--- src/rtl/adc_pkg.sv ---
// Shared constants and FSM state type for the ADC moving-average / threshold block.
package adc_pkg;

  localparam int ADC_W = 12;

  localparam logic [ADC_W-1:0] TH_HIGH_DEF = 12'd3000;
  localparam logic [ADC_W-1:0] TH_LOW_DEF  = 12'd2800;

  typedef enum logic {
    FILL = 1'b0,
    RUN  = 1'b1
  } avg_state_t;

endpackage

--- src/rtl/adc_sample_sync.sv ---
// Double-registers the quasi-static ADC word and produces a one-cycle accept pulse
// once per sample period, deferred until two consecutive captures agree.
module adc_sample_sync
  import adc_pkg::*;
#(
  parameter int SAMPLE_DIV = 100
) (
  input  logic             clk_50,
  input  logic             reset_n,
  input  logic [ADC_W-1:0] reading,
  input  logic             clear,
  output logic             accept,
  output logic [ADC_W-1:0] sample
);

  localparam int CNT_W = (SAMPLE_DIV > 1) ? $clog2(SAMPLE_DIV) : 1;
  localparam logic [CNT_W-1:0] RELOAD = CNT_W'(SAMPLE_DIV - 1);

  logic [ADC_W-1:0] r1_reg;
  logic [ADC_W-1:0] r2_reg;
  logic [CNT_W-1:0] cnt_reg;
  logic             pending_reg;
  logic             stable;
  logic             tick;

  assign stable = (r1_reg == r2_reg);
  assign tick   = (cnt_reg == '0);

  // A tick arriving while a sample is still pending merges into the same request.
  always_ff @(posedge clk_50 or negedge reset_n) begin
    if (!reset_n) begin
      r1_reg      <= '0;
      r2_reg      <= '0;
      cnt_reg     <= '0;
      pending_reg <= 1'b0;
    end else begin
      r1_reg <= reading;
      r2_reg <= r1_reg;
      if (clear) begin
        cnt_reg     <= RELOAD;
        pending_reg <= 1'b0;
      end else begin
        cnt_reg     <= tick ? RELOAD : cnt_reg - 1'b1;
        pending_reg <= tick | (pending_reg & ~stable);
      end
    end
  end

  assign accept = pending_reg & stable;
  assign sample = r2_reg;

endmodule

--- src/rtl/adc_avg_threshold.sv ---
// Moving average over a 2^LOG2_DEPTH circular window of ADC samples, with a
// registered average, one-cycle valid strobe and a hysteresis threshold flag.
module adc_avg_threshold
  import adc_pkg::*;
#(
  parameter int               SAMPLE_DIV = 100,
  parameter int               LOG2_DEPTH = 3,
  parameter logic [ADC_W-1:0] TH_HIGH    = TH_HIGH_DEF,
  parameter logic [ADC_W-1:0] TH_LOW     = TH_LOW_DEF
) (
  input  logic             clk_50,
  input  logic             reset_n,
  input  logic [ADC_W-1:0] reading,
  input  logic             clear,
  output logic [ADC_W-1:0] avg,
  output logic             avg_valid,
  output logic             above,
  output logic             primed
);

  localparam int DEPTH = 1 << LOG2_DEPTH;
  localparam int SUM_W = ADC_W + LOG2_DEPTH;
  localparam logic [LOG2_DEPTH:0] LAST_FILL = (LOG2_DEPTH + 1)'(DEPTH - 1);

  logic                  accept;
  logic [ADC_W-1:0]      sample;
  logic                  take;

  logic [ADC_W-1:0]      win_mem [DEPTH];
  logic [SUM_W-1:0]      sum_reg;
  logic [LOG2_DEPTH-1:0] ptr_reg;
  logic [LOG2_DEPTH:0]   fill_reg;
  logic [LOG2_DEPTH:0]   fill_next;
  avg_state_t            state_reg;
  avg_state_t            state_next;
  logic                  publish_reg;
  logic                  publish_next;
  logic [ADC_W-1:0]      avg_reg;
  logic                  avg_valid_reg;
  logic                  above_reg;

  adc_sample_sync #(
    .SAMPLE_DIV(SAMPLE_DIV)
  ) u_sync (
    .clk_50 (clk_50),
    .reset_n(reset_n),
    .reading(reading),
    .clear  (clear),
    .accept (accept),
    .sample (sample)
  );

  // clear takes priority: a sample landing on the clear cycle is discarded.
  assign take = accept & ~clear;

  always_ff @(posedge clk_50 or negedge reset_n) begin
    if (!reset_n) begin
      for (int i = 0; i < DEPTH; i++) win_mem[i] <= '0;
      sum_reg <= '0;
      ptr_reg <= '0;
    end else if (clear) begin
      for (int i = 0; i < DEPTH; i++) win_mem[i] <= '0;
      sum_reg <= '0;
      ptr_reg <= '0;
    end else if (take) begin
      win_mem[ptr_reg] <= sample;
      sum_reg          <= sum_reg + SUM_W'(sample) - SUM_W'(win_mem[ptr_reg]);
      ptr_reg          <= ptr_reg + 1'b1;
    end
  end

  always_ff @(posedge clk_50 or negedge reset_n) begin
    if (!reset_n) begin
      state_reg   <= FILL;
      fill_reg    <= '0;
      publish_reg <= 1'b0;
    end else begin
      state_reg   <= state_next;
      fill_reg    <= fill_next;
      publish_reg <= publish_next;
    end
  end

  always_comb begin
    state_next   = state_reg;
    fill_next    = fill_reg;
    publish_next = 1'b0;
    if (clear) begin
      state_next = FILL;
      fill_next  = '0;
    end else if (take) begin
      case (state_reg)
        FILL: begin
          fill_next = fill_reg + 1'b1;
          if (fill_reg == LAST_FILL) begin
            state_next   = RUN;
            publish_next = 1'b1;
          end
        end
        RUN:     publish_next = 1'b1;
        default: state_next = FILL;
      endcase
    end
  end

  // Hysteresis looks at the average already on the output during its valid cycle.
  always_ff @(posedge clk_50 or negedge reset_n) begin
    if (!reset_n) begin
      avg_reg       <= '0;
      avg_valid_reg <= 1'b0;
      above_reg     <= 1'b0;
    end else if (clear) begin
      avg_reg       <= '0;
      avg_valid_reg <= 1'b0;
      above_reg     <= 1'b0;
    end else begin
      avg_valid_reg <= publish_reg;
      if (publish_reg) avg_reg <= sum_reg[SUM_W-1:LOG2_DEPTH];
      if (avg_valid_reg) begin
        if (avg_reg >= TH_HIGH)     above_reg <= 1'b1;
        else if (avg_reg <= TH_LOW) above_reg <= 1'b0;
      end
    end
  end

  assign avg       = avg_reg;
  assign avg_valid = avg_valid_reg;
  assign above     = above_reg;
  assign primed    = (state_reg == RUN);

endmodule

--- config.mk ---
export PLATFORM = sky130hd
export DESIGN_NAME = adc_avg_threshold
export DESIGN_NICKNAME = d
export VERILOG_FILES = /design/src/rtl/adc_pkg.sv /design/src/rtl/adc_sample_sync.sv /design/src/rtl/adc_avg_threshold.sv
export SDC_FILE = /design/constraint.sdc
export NUM_CORES = 1
export LEC_CHECK = 0
export CORE_ASPECT_RATIO = 0.7
export CORE_MARGIN = 4
export CORE_UTILIZATION = 35
export DETAILED_ROUTE_END_ITERATION = 8
export PLACE_DENSITY_LB_ADDON = 0.15
export SLEW_MARGIN = 0
export SYNTH_ARGS = -nofsm -noshare
export SYNTH_HDL_FRONTEND = slang
export SYNTH_SLANG_ARGS = --single-unit
--- constraint.sdc ---
create_clock -name clk_50 -period 10.3 [get_ports clk_50]
set_clock_uncertainty 0.2 [all_clocks]
set_input_delay 1.03 -clock clk_50 [delete_from_list [all_inputs] [get_ports clk_50]]
set_output_delay 1.03 -clock clk_50 [all_outputs]
set_load 0.005 [all_outputs]
# [Word level (Yosys, flattened, before mapping)]
# Cells that the tools add are included.
[totals] inputBits=15 out_inout_bits=15 wordCells=80 regBits=166
[op_classes] addsub=5 n_reduce_logical=8 bitwise_logic=8 order_cmp=4 mux=32 eq_ne=3
[op_table] operator="96-bit 2-to-1 mux" count=2
[op_table] operator="96-bit bitwise mux" count=1
[op_table] operator="12-bit 2-to-1 mux" count=5
[op_table] operator="12-bit binary-select mux with 3-bit select" count=1
[op_table] operator="12-bit demux with 3-bit select" count=1
[op_table] operator="15-bit 2-to-1 mux" count=2
[op_table] operator="15-bit by 12-bit adder with 15-bit output" count=1
[op_table] operator="15-bit by 12-bit subtractor with 15-bit output" count=1
[op_table] operator="7-bit 2-to-1 mux" count=2
[op_table] operator="12-bit == test" count=1
[op_table] operator="12-bit greater-or-equal comparator, second input constant" count=1
[op_table] operator="12-bit less-or-equal comparator, second input constant" count=1
[op_table] operator="1-bit 2-to-1 mux" count=12
[op_table] operator="4-bit 2-to-1 mux" count=3
[op_table] operator="7-bit logical NOT" count=1
[op_table] operator="7-bit by 1-bit subtractor with 7-bit output, second input constant" count=1
[op_table] operator="3-bit 2-to-1 mux" count=2
[op_table] operator="2-bit nonzero test" count=3
[op_table] operator="4-bit by 1-bit adder with 4-bit output, second input constant" count=1
[op_table] operator="4-bit by 3-bit == test with 1-bit output, second input constant" count=1
[op_table] operator="4-bit greater-or-equal comparator, second input constant" count=1
[op_table] operator="4-bit by 1-bit < comparator with 1-bit output, second input constant" count=1
[op_table] operator="3-bit NOT with 4-bit output" count=1
[op_table] operator="2-bit AND reduction" count=2
[op_table] operator="8 further kinds" count=12

# [Longest topological paths before layout]
# Gate-level depths: netlist (run 1).
[depth] depth_word=8 mapped_depth=16 depth_no_buf=14

# [Modules after synthesis]
# From an unflattened synthesis (run 1), not the netlist that was laid out.
[hier_totals] cells_unflattened=914 hier_area_um2=8440.6
[by_module_without_submodules] mod="adc_avg_threshold" seq_area_each_um2=3353.2 n_inst=1 cells_each=841 area_each_um2=7339.5
[by_module_without_submodules] mod="adc_sample_sync" seq_area_each_um2=800.8 n_inst=1 cells_each=73 area_each_um2=1101.1

# [Worst setup path after synthesis (run 1)]
# Ideal clock, no wire load.
[synth_timing] path_kind="reg-to-reg" start="reg ptr_reg[0]" end="reg sum_reg[14]" path_stages_with_launch=17 slack_ps=6159 t_arrival_ps=3863 required_ps=10022 n_path_buf=3 cell_sequence="dfrtp_1 > clkbuf_1 > nor3b_1 > clkbuf_1 > a22o_1 > a221oi_1 > nand3_1 > fa_1 > inv_1 > ha_1 > clkbuf_2 > nand3_1 > or2_2 > o211a_1 > o31a_1 > or4_1 > a21oi_1"
[synth_via] elab_chain_len=7
[synth_rtl] element="start, declared" line_no="adc_avg_threshold.sv:31" text="logic [LOG2_DEPTH-1:0] ptr_reg;"
[synth_rtl] element="start signal, assigned" line_no="adc_avg_threshold.sv:68" text="ptr_reg <= ptr_reg + 1'b1;"
[synth_rtl] element="3-bit NOT with 4-bit output (not written as such)" line_no="adc_avg_threshold.sv:67" text="sum_reg <= sum_reg + SUM_W'(sample) - SUM_W'(win_mem[ptr_reg]);"
[synth_rtl] element="12-bit binary-select mux with 3-bit select" line_no="adc_avg_threshold.sv:67"
[synth_rtl] element="12-bit 2-to-1 mux (not written as such) (2 in series)" line_no="adc_avg_threshold.sv:67"
[synth_rtl] element="15-bit by 12-bit subtractor with 15-bit output" line_no="adc_avg_threshold.sv:67"
[synth_rtl] element="15-bit 2-to-1 mux" line_no="adc_avg_threshold.sv:65" text="end else if (take) begin"
[synth_rtl] element="15-bit 2-to-1 mux" line_no="adc_avg_threshold.sv:61" text="end else if (clear) begin"
[synth_rtl] element="end signal, assigned" line_no="adc_avg_threshold.sv:67"
[synth_rtl] element="end, declared" line_no="adc_avg_threshold.sv:30" text="logic [SUM_W-1:0] sum_reg;"
# No other way between the ends. The select of a mux whose other input is x is not followed.
# A chain may end at the register's enable or synchronous reset.

# [Worst setup path in the final report (run 1)]
[layout_timing] start="reg ptr_reg[1]" end="reg sum_reg[10]"
# The elaborated chain is that of the path after synthesis.

==> impl_metrics.tcl, run 1 <==
set metrics [dict create \
    status "finished, final reports clean" \
    final_nets 948 \
    routabilityCongestion 0.877 \
    number_of_detailed_routing_iterations_run_before_antenna_repair 6 \
    rsz0062_at_grt "no" \
    timing.slew.headroom_pct 17.4 \
    synth-seq-area-share_pct 50.2 \
    syn-instance-count 913 \
    worst_ep_required_time_ns 10.47 \
    tritoncts "done" \
    drv_cap 0 \
    post-route-period-util_pct 46.6 \
    synth_top_flop_cell "dfrtp_1" \
    htree_num_levels 4 \
    avgViaCountPerCell 5.25 \
    fp.dieH_um 137 \
    cp-end-kind "register" \
    timing.hold.worst.start "u_sync.r1_reg[10]" \
    routed_wirelength_um 23500 \
    multiInputGateArea_um2 3660 \
    first_global_vias 6250 \
    die_width_um 192 \
    ys_top_cells_by_area "dfrtp_1, nand2_1, a21oi_1" \
    drive_above_1_share_pct 5.36 \
    placed_cells 1195 \
    first_pass_grt_wire_length_um 37500 \
    die_area_um2 26200 \
    largest_register_ffs 96 \
    timing_worst_setup_path_type "register to register" \
    critical_path_fanout_max 14 \
    ir_worst_vdd_mv 0.119 \
    ff_latch_area_um2 4150 \
    clock_insertion_delay_worst_skew_ns 0.45 \
    cts-buffers-inserted 17 \
    synth_largest_type_area_fraction_pct 50.2 \
    syn_nets 959 \
    cts_hold_repair.buffers 0 \
    pin_count_of_the_biggest_net_entering_global_routing 64 \
    cp.arrival_ns 4.96 \
    final.hold.worst_slack_ns 0.192 \
    gr_util_all_layers_pct 18.9 \
    start_util_pct 36.0 \
    clockRootBuffer "clkbuf_16" \
    tritoncts_num_sinks 166 \
    rows 46 \
    netlist_area_um2 8280 \
    post_cts_repair_timing_setup_buffer_count 0 \
    report.final.hold_viol_count 0 \
    netlist.top_cell.by_area "dfrtp_1" \
    final-setup-viol-count 0 \
    dr_total_vias 6440 \
    power.static_leakage_nw 3.95 \
    cp-startpoint "ptr_reg[1]" \
    fillers 2240 \
    core_area_um2 23000 \
    post_synth_num_cell_types 54 \
    timing.final.max_slew_violations 0 \
    detail_route.iter0.violations 712 \
    min_period_ns 4.80 \
    final.setup.tns_ns 0 \
    synth_warnings 0 \
    number_of_enable_flip_flop_cells_after_synthesis 0 \
    hpwl_um 15900 \
    worstMarginPinSlew_ns 1.23 \
    ys_async_sr_fraction_pct 100 \
    drt_drc_violations_left 0 \
    timing.critical_path.from_type "register" \
    reg2reg_from "ptr_reg[1]" \
    grt.overflow.total 0 \
    layout-area-overhead-vs-synth_pct 12.8 \
    portBuffers 29 \
    number_of_non_filler_instances_in_the_completed_layout 1226 \
    cts.clk_slew.worst_paths_ns 0.06 \
    max-clock-path-buffers 2 \
    achievable-frequency_mhz 208 \
    post-route-util_pct 40.7 \
    synth.ff_latch_count 166 \
    cts_resized 0 \
    antenna_found_initial 0 \
    finalPower_w 0.00140 \
    wl_per_cell_um 19.2 \
    class_of_the_most_critical_hold_timing_path "register to register" \
    final_antenna_net_count 0 \
    ios 30 \
    powerDensity_nw_per_um2 150 \
    synthesis.area_per_instance_um2 9.07 \
    num_antenna_cells 0 \
]
[cell usage in the layout, fill, tap and decap left out, types with 16 or more instances in the layout]
| master | netlist | final |
|---|---|---|
| a21oi_1 | 116 | 116 |
| a22oi_1 | 26 | 26 |
| clkbuf_16 | 0 | 17 |
| clkdlybuf4s50_1 | 0 | 27 |
| dfrtp_1 | 166 | 166 |
| ha_1 | 19 | 19 |
| inv_1 | 60 | 60 |
| mux2i_1 | 18 | 18 |
| nand2_1 | 234 | 234 |
| nand3_1 | 17 | 17 |
| nor2_1 | 44 | 44 |
| xnor2_1 | 16 | 16 |
[cell type report]
type / count / area share (%)
Timing Repair Buffer: 34 / 3.50
Clock buffer: 23 / 5.22
Inverter: 60 / 2.41
Multi-Input combinational cell: 623 / 39.2
Tap cell: 312 / 4.18
Clock inverter: 8 / 1.04
Sequential cell: 166 / 44.5
[cell usage after synthesis (2+ instances only)]
master and instances:
a2111oi_0 2, a211oi_1 3, a21o_1 6, a21oi_1 116
a221oi_1 12, a22o_1 11, a22oi_1 26, and2_1 8
and3_1 3, buf_2 13, clkbuf_1 47, dfrtp_1 166
fa_1 12, ha_1 19, inv_1 60, mux2i_1 18
nand2_1 234, nand3_1 17, nand3b_1 3, nand4_1 4
nor2_1 44, nor3_1 11, nor3_2 3, nor3b_1 3
nor4_1 6, o211a_1 2, o211ai_1 2, o21ai_0 6
o22ai_1 2, o31ai_1 3, or2_2 2, xnor2_1 16
xor2_1 12
[through the flow]
stage	setup slack, ns	cell area, um^2
floorplan	6.16	8280
global placement	5.75	8750
detailed placement	5.61	8750
CTS	5.59	9340
global route	5.18	9340
finish	5.50	9340
[worst max-delay path: stages, from the launching register on]
cell and delay (ns):
dfrtp_1 0.51, nor3_2 1.04, a22oi_1 0.24, nand3_1 0.17, fa_1 0.41, inv_1 0.07, ha_1 0.28, and3_1 0.20
a221oi_1 0.61, o21ai_0 0.25, a21o_1 0.23, a2111oi_0 0.35, nand3b_1 0.15
[kinds of logic after synthesis]
group | synth area share, %
xor+xnor | 2.96
compound gates | 14.8
buf+inv | 5.97
mux | 2.18
flops | 50.2
fa+ha+maj | 5.77
simple gates | 18.2
[layer usage]
layer	part of all wire [%]	vias to the layer above	track usage (%)	routed length, um
met5	0	-	0	0
met4	0.79	0	4.11	186
li1	-	3034	-	-
met3	7.3	18	4.87	1710
met2	40	210	25.2	9280
met1	52	3178	30.3	12300
[power by group]
group / internal (W) / switching [W]
Combinational: 0.0000293 / 0.0000562
Clock: 0.000380 / 0.000263
Sequential: 0.000658 / 0.0000134
[path summary, 6_finish.rpt]
path                                          end  slack [ns]  cells past startpoint
worst max-delay path                  sum_reg[10]        5.50                     12
worst min-delay path            u_sync.sample[10]        0.19                      0
worst max register to register        sum_reg[10]        5.50                     12
worst min register to register  u_sync.sample[10]        0.19                      0
max in group asynchronous             win_mem[52]        7.70                      3
min in group asynchronous        u_sync.r1_reg[3]        0.34                      1
No activity file was read; power rests on OpenSTA's default activity.
==> inputs of run 2 (changes only) <==
- clock period: 10.3 -> 5 ns (I/O delays scaled with it)
==> run 2 against run 1 <==
Effect of this change:
- the flow now finishes with violations (negative hold slack)
- fmax rose by 4.5%
- sequential power up 110%
- non-clock buffer count is 14 higher
- combinational power up 120%
- via count is 0.26% higher
- largest power group is now the clock network
==> impl_metrics.tcl, run 2 (same netlist as run 1, synthesis figures left out) <==
set metrics [dict create \
    status "finished with violations" \
    failed_checks "negative hold slack" \
    final.hold.worst_slack_ns -0.0266 \
    grtUsageMet3_pct 4.23 \
    tritoncts_num_sinks 166 \
    timing_worst_setup_path_type "register to register" \
    largest_register_ffs 96 \
    drive_above_1_share_pct 7.21 \
    ios 30 \
    htree_num_levels 4 \
    rows 46 \
    cts_resized 0 \
    post-route-period-util_pct 91.8 \
    drt_drc_violations_left 0 \
    final_nets 962 \
    cts_hold_repair.buffers 0 \
    number_of_detailed_routing_iterations_run_before_antenna_repair 5 \
    clock_insertion_delay_worst_skew_ns 0.44 \
    worst_ep_required_time_ns 5.15 \
    antenna_found_initial 0 \
    routabilityCongestion 0.911 \
    routed_wirelength_um 23800 \
    layout-area-overhead-vs-synth_pct 14.7 \
    tritoncts "done" \
    cts-buffers-inserted 17 \
    most-common-layout-cells "nand2_1, dfrtp_1, a21oi_1" \
    timing.slew.headroom_pct 20.6 \
    portBuffers 29 \
    gr_util_all_layers_pct 18.9 \
    clockRootBuffer "clkbuf_16" \
    final_antenna_net_count 0 \
    grt_busiest_layer "met1" \
    achievable-frequency_mhz 218 \
    detail_route.iter0.violations 540 \
    final.setup.tns_ns 0 \
    report.final.hold_viol_count 23 \
    grt.overflow.total 0 \
    class_of_the_most_critical_hold_timing_path "input pin to async pin" \
    critical_path_fanout_max 14 \
    ir_worst_vdd_mv 0.240 \
    wl_per_cell_um 19.1 \
    die_area_um2 26200 \
    timing.final.max_slew_violations 0 \
    num_antenna_cells 0 \
    power.static_leakage_nw 4.03 \
    leading_cell_type_in_the_layout_fill_and_taps_excluded "nand2_1" \
    core_area_um2 23000 \
    first_pass_grt_wire_length_um 37900 \
    avgViaCountPerCell 5.20 \
    dr_total_vias 6457 \
    fillers 2241 \
    start_util_pct 36.0 \
    rsz0062_at_grt "no" \
    cp-end-kind "register" \
    cts.clk_slew.worst_paths_ns 0.07 \
    fp.dieH_um 137 \
    post_cts_repair_timing_setup_buffer_count 0 \
    powerDensity_nw_per_um2 314 \
    timing.critical_path.from_type "register" \
    final-setup-viol-count 0 \
    worstMarginPinSlew_ns 1.19 \
    die_width_um 192 \
    cp.arrival_ns 4.74 \
    hpwl_um 16100 \
    min_period_ns 4.59 \
    finalPower_w 0.00298 \
    globalRouteMet2Util_pct 25.6 \
    drv_cap 0 \
    max-clock-path-buffers 2 \
    use_met1_pct 30.1 \
    first_global_vias 6357 \
    pin_count_of_the_biggest_net_entering_global_routing 100 \
]
[run 2: cell count changes in the layout (fill, tap and decap cells not counted), sizes merged]
| cell | change |
|---|---|
| buf | +14 |
| clkbuf | -4 |
| clkinvlp | +4 |
| bufinv | +2 |
| clkinv | -1 |
[run 2: metrics by stage]
step           utilization (%)  hold WS (ns)  instances  setup slack, ns  cell area, um^2
6_report                  41.4       -0.0266       1241            0.408             9500
5_1_grt                   41.4        0.0521       1241            0.185             9500
4_1_cts                   41.3        0.0115       1241            0.244             9490
3_5_place_dp              38.6         0.178       1209            0.264             8860
3_3_place_gp              38.6         0.181       1209            0.439             8860
2_1_floorplan                -       0.00441        913            0.859             8280
[run 2: final timing paths]
| path | startpoint | endpoint | slack [ns] | depth (start not counted) |
|---|---|---|---|---|
| max | ptr_reg[1] | sum_reg[14] | 0.41 | 13 |
| min | reset_n | u_sync.r1_reg[3] | -0.03 | 1 |
| max reg2reg | ptr_reg[1] | sum_reg[14] | 0.41 | 13 |
| min reg2reg | u_sync.r1_reg[5] | u_sync.sample[5] | 0.19 | 0 |
| max in group asynchronous | reset_n | win_mem[20] | 3.54 | 2 |
| min in group clk_50 | u_sync.r1_reg[5] | u_sync.sample[5] | 0.19 | 0 |
[run 2: worst max-delay path: stages (launching register included)]
cell      delay (ns)
dfrtp_1         0.51
and3b_1         0.43
a22o_1          0.30
a221oi_1        0.32
nand3_1         0.19
fa_1            0.52
inv_1           0.05
ha_1            0.40
nand3_1         0.13
or2_2           0.34
o211a_1         0.25
o31a_1          0.31
or4_1           0.40
a21oi_1         0.15
[run 2: per-layer routing]
metal,vias to the layer above,share of wire [%]
met5,-,0
met4,0,1.5
met3,29,5.7
met2,177,40
met1,3197,53
li1,3054,-
[run 2: where the power goes]
| group | leakage (nW) | internal (W) | switching [W] | total (W) |
|---|---|---|---|---|
| logic | 1.48 | 0.0000623 | 0.000123 | 0.000186 |
| clock network | 0.301 | 0.000859 | 0.000558 | 0.00142 |
| registers | 2.25 | 0.00136 | 0.0000230 | 0.00138 |
| total | 4.03 | 0.00228 | 0.000704 | 0.00298 |
[run 2: final cells by class]
cell class / count / area, um^2 / share of cell area [%]
repair buffers: 48 / 432 / 4.54
well taps: 312 / 390 / 4.11
clock buffers: 19 / 453 / 4.77
inverters: 60 / 225 / 2.37
flip-flops and latches: 166 / 4150 / 43.7
multi-input cells: 623 / 3660 / 38.6
clock inverters: 13 / 179 / 1.88
